$ cat config.mk
export PLATFORM = sky130hd
export DESIGN_NAME = aes_out_buffer
export DESIGN_NICKNAME = d
export VERILOG_FILES = /design/src/rtl/aes_out_buffer.sv
export SDC_FILE = /design/constraint.sdc
export NUM_CORES = 1
export LEC_CHECK = 0
export ABC_AREA = 1
export BUFFER_PORTS_ARGS = -buffer_cell sky130_fd_sc_hd__clkbuf_2
export CAP_MARGIN = 10
export CORE_MARGIN = 2
export CORE_UTILIZATION = 40
export DETAILED_ROUTE_END_ITERATION = 10
export PLACE_DENSITY = 0.64
export SYNTH_ARGS = -nofsm -noshare
export SYNTH_HDL_FRONTEND = slang
export SYNTH_SLANG_ARGS = --single-unit
$ cat constraint.sdc
create_clock -name clk -period 16.2 [get_ports clk]
set_input_delay 0.81 -clock clk [delete_from_list [all_inputs] [get_ports clk]]
set_output_delay 0.81 -clock clk [all_outputs]
set_load 0.01 [all_outputs]
$ cat src/rtl/aes_out_buffer.sv
`timescale 1ns/1ps
// aes_out_buffer: sits behind a fixed-latency AES-128 core. A valid pipe
// tracks blocks inside the core, a credit counter throttles acceptance so
// every in-flight block is guaranteed a FIFO slot, and a small FIFO holds
// ciphertexts until the downstream consumer takes them.

// Property checker bound into the buffer; carries no synthesizable logic.
module aes_out_buffer_chk #(
   parameter  int DEPTH = 4,
   localparam int LW    = $clog2(DEPTH) + 1
) (
   input  logic          clk,
   input  logic          rst,
   input  logic          overflow_i,
   input  logic [LW-1:0] level_i,
   input  logic [LW-1:0] credits_i
);

   // A push into a full FIFO must never happen while credits are honoured.
   a_no_overflow: assert property (@(posedge clk) disable iff (rst) !overflow_i);

   // Occupancy and credits both stay inside 0..DEPTH.
   a_level_max: assert property (@(posedge clk) disable iff (rst) level_i <= LW'(DEPTH));
   a_credits_max: assert property (@(posedge clk) disable iff (rst) credits_i <= LW'(DEPTH));

   // Buffered blocks plus remaining credits never exceed the FIFO size.
   a_outstanding: assert property (@(posedge clk) disable iff (rst)
      ({1'b0, level_i} + {1'b0, credits_i}) <= (LW+1)'(DEPTH));

endmodule

module aes_out_buffer #(
   parameter  int LATENCY = 11,
   parameter  int DEPTH   = 4,
   localparam int AW      = $clog2(DEPTH),
   localparam int LW      = AW + 1
) (
   input  logic          clk,
   input  logic          rst,
   input  logic          in_valid,
   output logic          in_ready,
   input  logic [127:0]  core_out,
   output logic          out_valid,
   input  logic          out_ready,
   output logic [127:0]  out_data,
   output logic          drop_err,
   output logic [LW-1:0] level
);

   logic [LATENCY-1:0] vpipe_q, vpipe_d;
   logic [LW-1:0]      credits_q, credits_d;
   logic [LW-1:0]      level_q, level_d;
   logic [AW-1:0]      wr_ptr_q, wr_ptr_d;
   logic [AW-1:0]      rd_ptr_q, rd_ptr_d;
   logic               drop_err_q, drop_err_d;
   logic [127:0]       mem_q [DEPTH];

   logic accept_s, pop_s, push_s, full_s, wr_en_s, overflow_s;

   // Handshake decode; in_ready looks only at the registered credit count.
   always_comb begin
      in_ready   = (credits_q != LW'(0));
      out_valid  = (level_q != LW'(0));
      accept_s   = in_valid & in_ready;
      pop_s      = out_valid & out_ready;
      push_s     = vpipe_q[LATENCY-1];
      full_s     = (level_q == LW'(DEPTH));
      // A pop in the same cycle frees the head slot, so a full FIFO can still take the write.
      wr_en_s    = push_s & (~full_s | pop_s);
      overflow_s = push_s & full_s & ~pop_s;
   end

   // Next-state logic for the valid pipe, credits, FIFO pointers and error flag.
   always_comb begin
      vpipe_d    = vpipe_q << 1'b1;
      vpipe_d[0] = accept_s;

      case ({accept_s, pop_s})
         2'b10:   credits_d = credits_q - LW'(1);
         2'b01:   credits_d = credits_q + LW'(1);
         default: credits_d = credits_q;
      endcase

      case ({wr_en_s, pop_s})
         2'b10:   level_d = level_q + LW'(1);
         2'b01:   level_d = level_q - LW'(1);
         default: level_d = level_q;
      endcase

      // Pointers are AW bits wide, so the increment wraps modulo DEPTH.
      if (wr_en_s) begin
         wr_ptr_d = wr_ptr_q + AW'(1);
      end else begin
         wr_ptr_d = wr_ptr_q;
      end

      if (pop_s) begin
         rd_ptr_d = rd_ptr_q + AW'(1);
      end else begin
         rd_ptr_d = rd_ptr_q;
      end

      drop_err_d = drop_err_q | (in_valid & ~in_ready);
   end

   // Control state with asynchronous reset; in-flight and buffered blocks are discarded.
   always_ff @(posedge clk or posedge rst) begin
      if (rst) begin
         vpipe_q    <= '0;
         credits_q  <= LW'(DEPTH);
         level_q    <= LW'(0);
         wr_ptr_q   <= AW'(0);
         rd_ptr_q   <= AW'(0);
         drop_err_q <= 1'b0;
      end else begin
         vpipe_q    <= vpipe_d;
         credits_q  <= credits_d;
         level_q    <= level_d;
         wr_ptr_q   <= wr_ptr_d;
         rd_ptr_q   <= rd_ptr_d;
         drop_err_q <= drop_err_d;
      end
   end

   // Ciphertext storage; contents are meaningless while the FIFO is empty, so no reset.
   always_ff @(posedge clk) begin
      if (wr_en_s) begin
         mem_q[wr_ptr_q] <= core_out;
      end
   end

   assign out_data = mem_q[rd_ptr_q];
   assign level    = level_q;
   assign drop_err = drop_err_q;

   aes_out_buffer_chk #(.DEPTH(DEPTH)) u_chk (
      .clk        (clk),
      .rst        (rst),
      .overflow_i (overflow_s),
      .level_i    (level_q),
      .credits_i  (credits_q)
   );

endmodule

==> flow_summary.ini, run 1 <==
[floorplanning]
core_area_mm2 = 0.0491
fp.dieW_um = 227
start_util = 0.406
die_area_mm2 = 0.0515
pin_count = 266
die_h_um = 227
rows = 81

[sta]
hold_violations = 0
relSlewSlack = 0.181
fin_worst_skew_ns = 0.0197
tns_ns = 0
fin_crit_sh = 0.265
finalMaxSlewViolations = 0
period_minus_slack_ns = 4.29
holdWs_ns = 0.344
setup_viol = 0
rsz0062_at_grt = no
max_slew.worst_pin.slew_ns = 1.23
max_freq_mhz = 233

[finish]
fillers = 4309
final_layout_size_suffix_gt1_frac = 0.230
area_growth_pct = 17.8
finish.net_count = 1717

[clock_network]
cts.clk_slew.worst_paths_ns = 0.06
numCtsBuffers = 55
cts_max_path_buffers = 3
cts_sinks = 534
cts_tree = built
clkLatencyLatePin_ns = 0.59
holdBufCountCts = 0
htreeDepth = 2
cts_resized = 0
cts-root-buf = clkbuf_16
cts_setup_buffers = 0

[grt]
grt_max_degree = 168
grt_pass1_vias = 11500
antenna_found_initial = 4
grt_use_total = 0.165
grt_overflow = 0
grt_pass1_wl_mm = 65.0

[power]
power_uw = 4600
vdd_drop_max_uv = 137
leakagePower_uw = 0.00815
power.density_mw_per_mm2 = 196

[critical_path]
start_kind = flop
critPathTopFamily = buffers and inverters
crit_type = reg -> out
cp_num_buf_inv = 3
arrival_ns = 3.48
worst_path_max_delay_cell = buf_4
crit_path_max_incr_delay_ns = 0.86
crit_chain = inv_8 > buf_4 > nor2_1 > o22ai_1 > clkbuf_2
crit_path_max_fanout = 167
critPathRequiredTime_ns = 15.39
end_kind = output pin

[synthesis]
yosysTopAreaCell = edfxtp_1
synthesis.area_mm2 = 0.0199
yosysMostFrequentCell = edfxtp_1
yosys_register_bits = 534
netlist_top_cells_count = 512 x edfxtp_1, 267 x nor2_1, 155 x o21ai_0
synthTopCellsByArea = edfxtp_1 77%, nor2_1 5.0%, o22ai_1 4.0%, o21ai_0 3.9%, dfrtp_1 2.6%
synth_top_area_frac = 0.773
synth_cell_types = 24
postSynthCellCount = 1325
async_flop_share = 0.0412
synth_flop_cell = edfxtp_1
syn_nets = 1464
synth.avg_cell_area_um2 = 15.0
seq_area_frac_synth = 0.800
synth_edf_count = 512
yosysWarnings = 0

[placed_design]
place_hpwl_mm = 23.7
port_buffers = 265
gp_congestion = 0.746

[run]
maxCapViolCount = 0

[route]
ant_nets = 0
drt_iter0_markers = 710
firstDrtPassIters = 4
drc = 0
num_vias = 11700
vias_per_cell = 5.12
wl_mm = 43.3
avgRoutedWirePerCell_um = 18.9

[hold_path]
min_path_type = reg -> reg

[status]
status = finished clean
## worst paths after layout
kind,depth (start not counted),to,slack [ns],start
setup / recovery,5,out_data[76],11.91,rd_ptr_q[0]$_DFFE_PP0P_
hold / removal,0,vpipe_q[4]$_DFF_PP0_,0.34,vpipe_q[3]$_DFF_PP0_
setup reg to reg,4,rd_ptr_q[1]$_DFFE_PP0P_,13.38,rd_ptr_q[0]$_DFFE_PP0P_
hold reg to reg,0,vpipe_q[4]$_DFF_PP0_,0.34,vpipe_q[3]$_DFF_PP0_
max in group asynchronous,2,rd_ptr_q[0]$_DFFE_PP0P_,15.23,rst
min in group asynchronous,2,drop_err$_DFF_PP0_,0.37,rst
## per-stage QoR
stage	setup WS (ns)	cell area [um^2]	instances	utilization
finish	11.91	23400	2286	0.478
global route	11.54	23400	2285	0.478
CTS	11.62	23400	2285	0.478
detailed placement	12.27	21700	2185	0.442
global placement	12.34	21700	2185	0.442
floorplan	9.35	19900	1325	-
## layout make-up
type                    count  area, um^2  share of cell area
clock buffers              68        1500              0.0639
diodes                      1        2.50            0.000107
clock inverters            32         274              0.0117
repair buffers            280        1440              0.0614
inverters                  21        91.3             0.00390
multi-input cells         686        3370               0.144
flip-flops and latches    534       15900               0.680
well taps                 664         831              0.0354
## worst reg2reg max path, stage by stage (launching register included)
cell and delay [ns]:
dfrtp_4 0.75, inv_8 0.61, buf_4 0.89, nor2_1 0.25, xor2_1 0.19
## sequential cells by signal, summed over array words and instances (netlist names)
signal / cells
wr_ptr_q: 2
rd_ptr_q: 2
credits_q: 3
vpipe_q: 11
drop_err: 1
mem_q: 512
level: 3
## cells in the final DEF, fill, tap and decap left out, types with 2 or more instances in the layout
cell / count
a21oi_1: 3
buf_4: 15
bufinv_16: 4
clkbuf_1: 8
clkbuf_16: 57
clkbuf_2: 265
clkbuf_8: 3
clkinv_1: 10
clkinv_2: 10
clkinv_4: 2
clkinvlp_4: 3
dfrtp_1: 19
dfrtp_4: 2
edfxtp_1: 512
fa_1: 2
ha_1: 5
inv_1: 19
inv_6: 4
nand2_1: 10
nand3_1: 5
nor2_1: 263
nor2_4: 4
o21ai_0: 155
o21ai_1: 103
o22ai_1: 128
xor2_1: 4
## power by group
part | switching, uW | internal, uW
combinational | 984 | 446
sequential | 112 | 1830
clock | 512 | 719
## logic make-up (layout without fill, tap and decap cells)
group,after synthesis,after routing,share of synthesized area
buf+inv,105,401,0.0316
xor+xnor,5,5,0.00220
compound gates,391,391,0.107
other cells,0,1,0
flops,534,534,0.800
simple gates,283,283,0.0538
fa+ha+maj,7,7,0.00516
## per-layer routing
metal,part of all wire,global-route usage,vias up
met5,0.0011,0,-
met4,0.023,0.0466,6
met1,0.43,0.214,5786
met2,0.47,0.263,310
li1,-,-,5517
met3,0.081,0.0576,78
Note: power is estimated with default switching activity, not from simulation.
==> inputs of run 2 (changes only) <==
clock period = 4.1 ns   (was 16.2 ns; I/O delays follow)
==> run 2 against run 1 <==
  * Global-route usage is 0.52 points higher
  * Sequential share of layout area fell by 3.7 points
  * Register-to-register slack got worse by 12 ns
  * Worst setup slack worse by 11 ns
  * Clock power rose to 3.9 times the previous value
  * Flip-flop and latch count unchanged
  * Largest cell class unchanged
==> flow_summary.ini, run 2 (same netlist as run 1, synthesis figures left out) <==
[status]
status = finished clean

[finish]
largest_register = mem_q
layout_common_cells = 512 x edfxtp_1, 265 x clkbuf_2, 263 x nor2_1
finish.net_count = 1842
layout_commonest_cell = edfxtp_1
fin_area_mm2 = 0.0248
largest_reg_flops = 512
top_regs = mem_q: 512 flops, vpipe_q: 11 flops
final_layout_size_suffix_gt1_frac = 0.205
area_growth_pct = 24.6

[critical_path]
rr_endpoint = mem_q[3][51]$_DFFE_PP_
crit_path_max_incr_delay_ns = 0.83
cp-endpoint = out_data[101]
worst_path_max_delay_cell = buf_4
rrSetupSlack_ns = 1.85
crit_type = reg -> out
crit_chain = buf_4 > o21ai_0 > o22ai_1 > clkbuf_2
start_kind = flop
r2r_start = level[0]$_DFFE_PP0P_
critPathRequiredTime_ns = 3.89
end_kind = output pin
r2r_cells = 5
startpoint = rd_ptr_q[1]$_DFFE_PP0P_
arrival_ns = 3.08
crit_path_max_fanout = 79

[floorplanning]
die_area_mm2 = 0.0515
fp.dieW_um = 227
pin_count = 266
core_area_mm2 = 0.0491
rows = 81
start_util = 0.406
die_h_um = 227

[sta]
setup_viol = 0
max_freq_mhz = 304
finalMaxSlewViolations = 0
fin_crit_sh = 0.802
max_slew.worst_pin.slew_ns = 1.11
hold_violations = 0
setup_slack_ns = 0.811
fin_worst_skew_ns = 0.0113
rsz0062_at_grt = no
tns_ns = 0
period_minus_slack_ns = 3.29
relSlewSlack = 0.263

[clock_network]
cts_resized = 0
cts_setup_buffers = 0
clkLatencyLatePin_ns = 0.58
numCtsBuffers = 54
cts_sinks = 534
htreeDepth = 2
cts_tree = built
cts_max_path_buffers = 3
cts.clk_slew.worst_paths_ns = 0.06
cts-root-buf = clkbuf_16
holdBufCountCts = 130

[power]
power.density_mw_per_mm2 = 740
p_comb_frac = 0.322
p_sw_uw = 6360
p_sw_frac = 0.347
seq_power_share = 0.413
leakagePower_uw = 0.00868
intPower_uw = 12000
pwr-share-clk = 0.265
vdd_drop_max_uv = 580
power_uw = 18300

[hold_path]
min_path_type = in -> reg
whs_path_depth = 4

[run]
maxCapViolCount = 0

[route]
vias_per_cell = 5.09
top_layer_used = met4
drt_iter0_markers = 806
wl_met1_mm = 19.1
num_vias = 12300
wl_met2_mm = 21.5
avgRoutedWirePerCell_um = 18.3
ant_nets = 0
firstDrtPassIters = 5
wl_mm = 44.3
drc = 0
wl_met3_mm = 2.88

[grt]
grt_overflow = 0
grt_max_degree = 151
antenna_found_initial = 4
grt_pass1_wl_mm = 67.9
grt_pass1_vias = 12400
grt_use_total = 0.170

[placed_design]
place_hpwl_mm = 22.4
dp_slack_ns = 1.43
gp_congestion = 0.749
port_buffers = 265
placed_area_mm2 = 0.0217
## run 2: metal layers
metal  GRT usage  vias up
li1            -     5770
met1       0.221     6136
met2       0.285      326
met3      0.0431       66
met4      0.0430        0
met5           0        -
## run 2: final cells by class
cell class                 instances  area, um^2
inverter                          21        91.3
fill                            4130       24300
multi-input combinational        686        3370
tap                              664         831
antenna                            4        10.0
timing repair buffer             406        2790
clock inverter                    30         293
clock buffer                      71        1470
sequential                       534       15900
## run 2: metrics by stage
step / hold WS, ns / util / std cells
6_report: 0.101 / 0.505 / 2416
5_1_grt: 0.0814 / 0.505 / 2416
4_1_cts: 0.0492 / 0.505 / 2412
3_5_place_dp: 0.340 / 0.443 / 2181
3_3_place_gp: 0.336 / 0.443 / 2181
2_1_floorplan: 0.193 / - / 1325
## run 2: power by group through the flow
stage | Clock, uW | Combinational [uW] | Sequential [uW]
4_1_cts | 4960 | 6000 | 7590
3_3_place_gp | 0 | 5780 | 7660
3_5_place_dp | 0 | 5870 | 7690
5_1_grt | 5170 | 6550 | 7670
2_1_floorplan | 0 | 3800 | 7620
6_report | 4850 | 5910 | 7580
## run 2: worst max-delay path: cells and delay by family, from the launching register on
family	cells	cell delay [ns]
compound gates	2	0.55
flops	1	0.82
buf+inv	2	1.03
## run 2: worst min-delay path by stage
| stage | startpoint | endpoint |
|---|---|---|
| after floorplan | rst | credits_q[0]$_DFFE_PP0P_ |
| after global placement | vpipe_q[7]$_DFF_PP0_ | vpipe_q[8]$_DFF_PP0_ |
| after detailed placement | vpipe_q[8]$_DFF_PP0_ | vpipe_q[9]$_DFF_PP0_ |
| after CTS | out_ready | rd_ptr_q[0]$_DFFE_PP0P_ |
| after global routing | out_ready | rd_ptr_q[0]$_DFFE_PP0P_ |
| final | out_ready | rd_ptr_q[0]$_DFFE_PP0P_ |
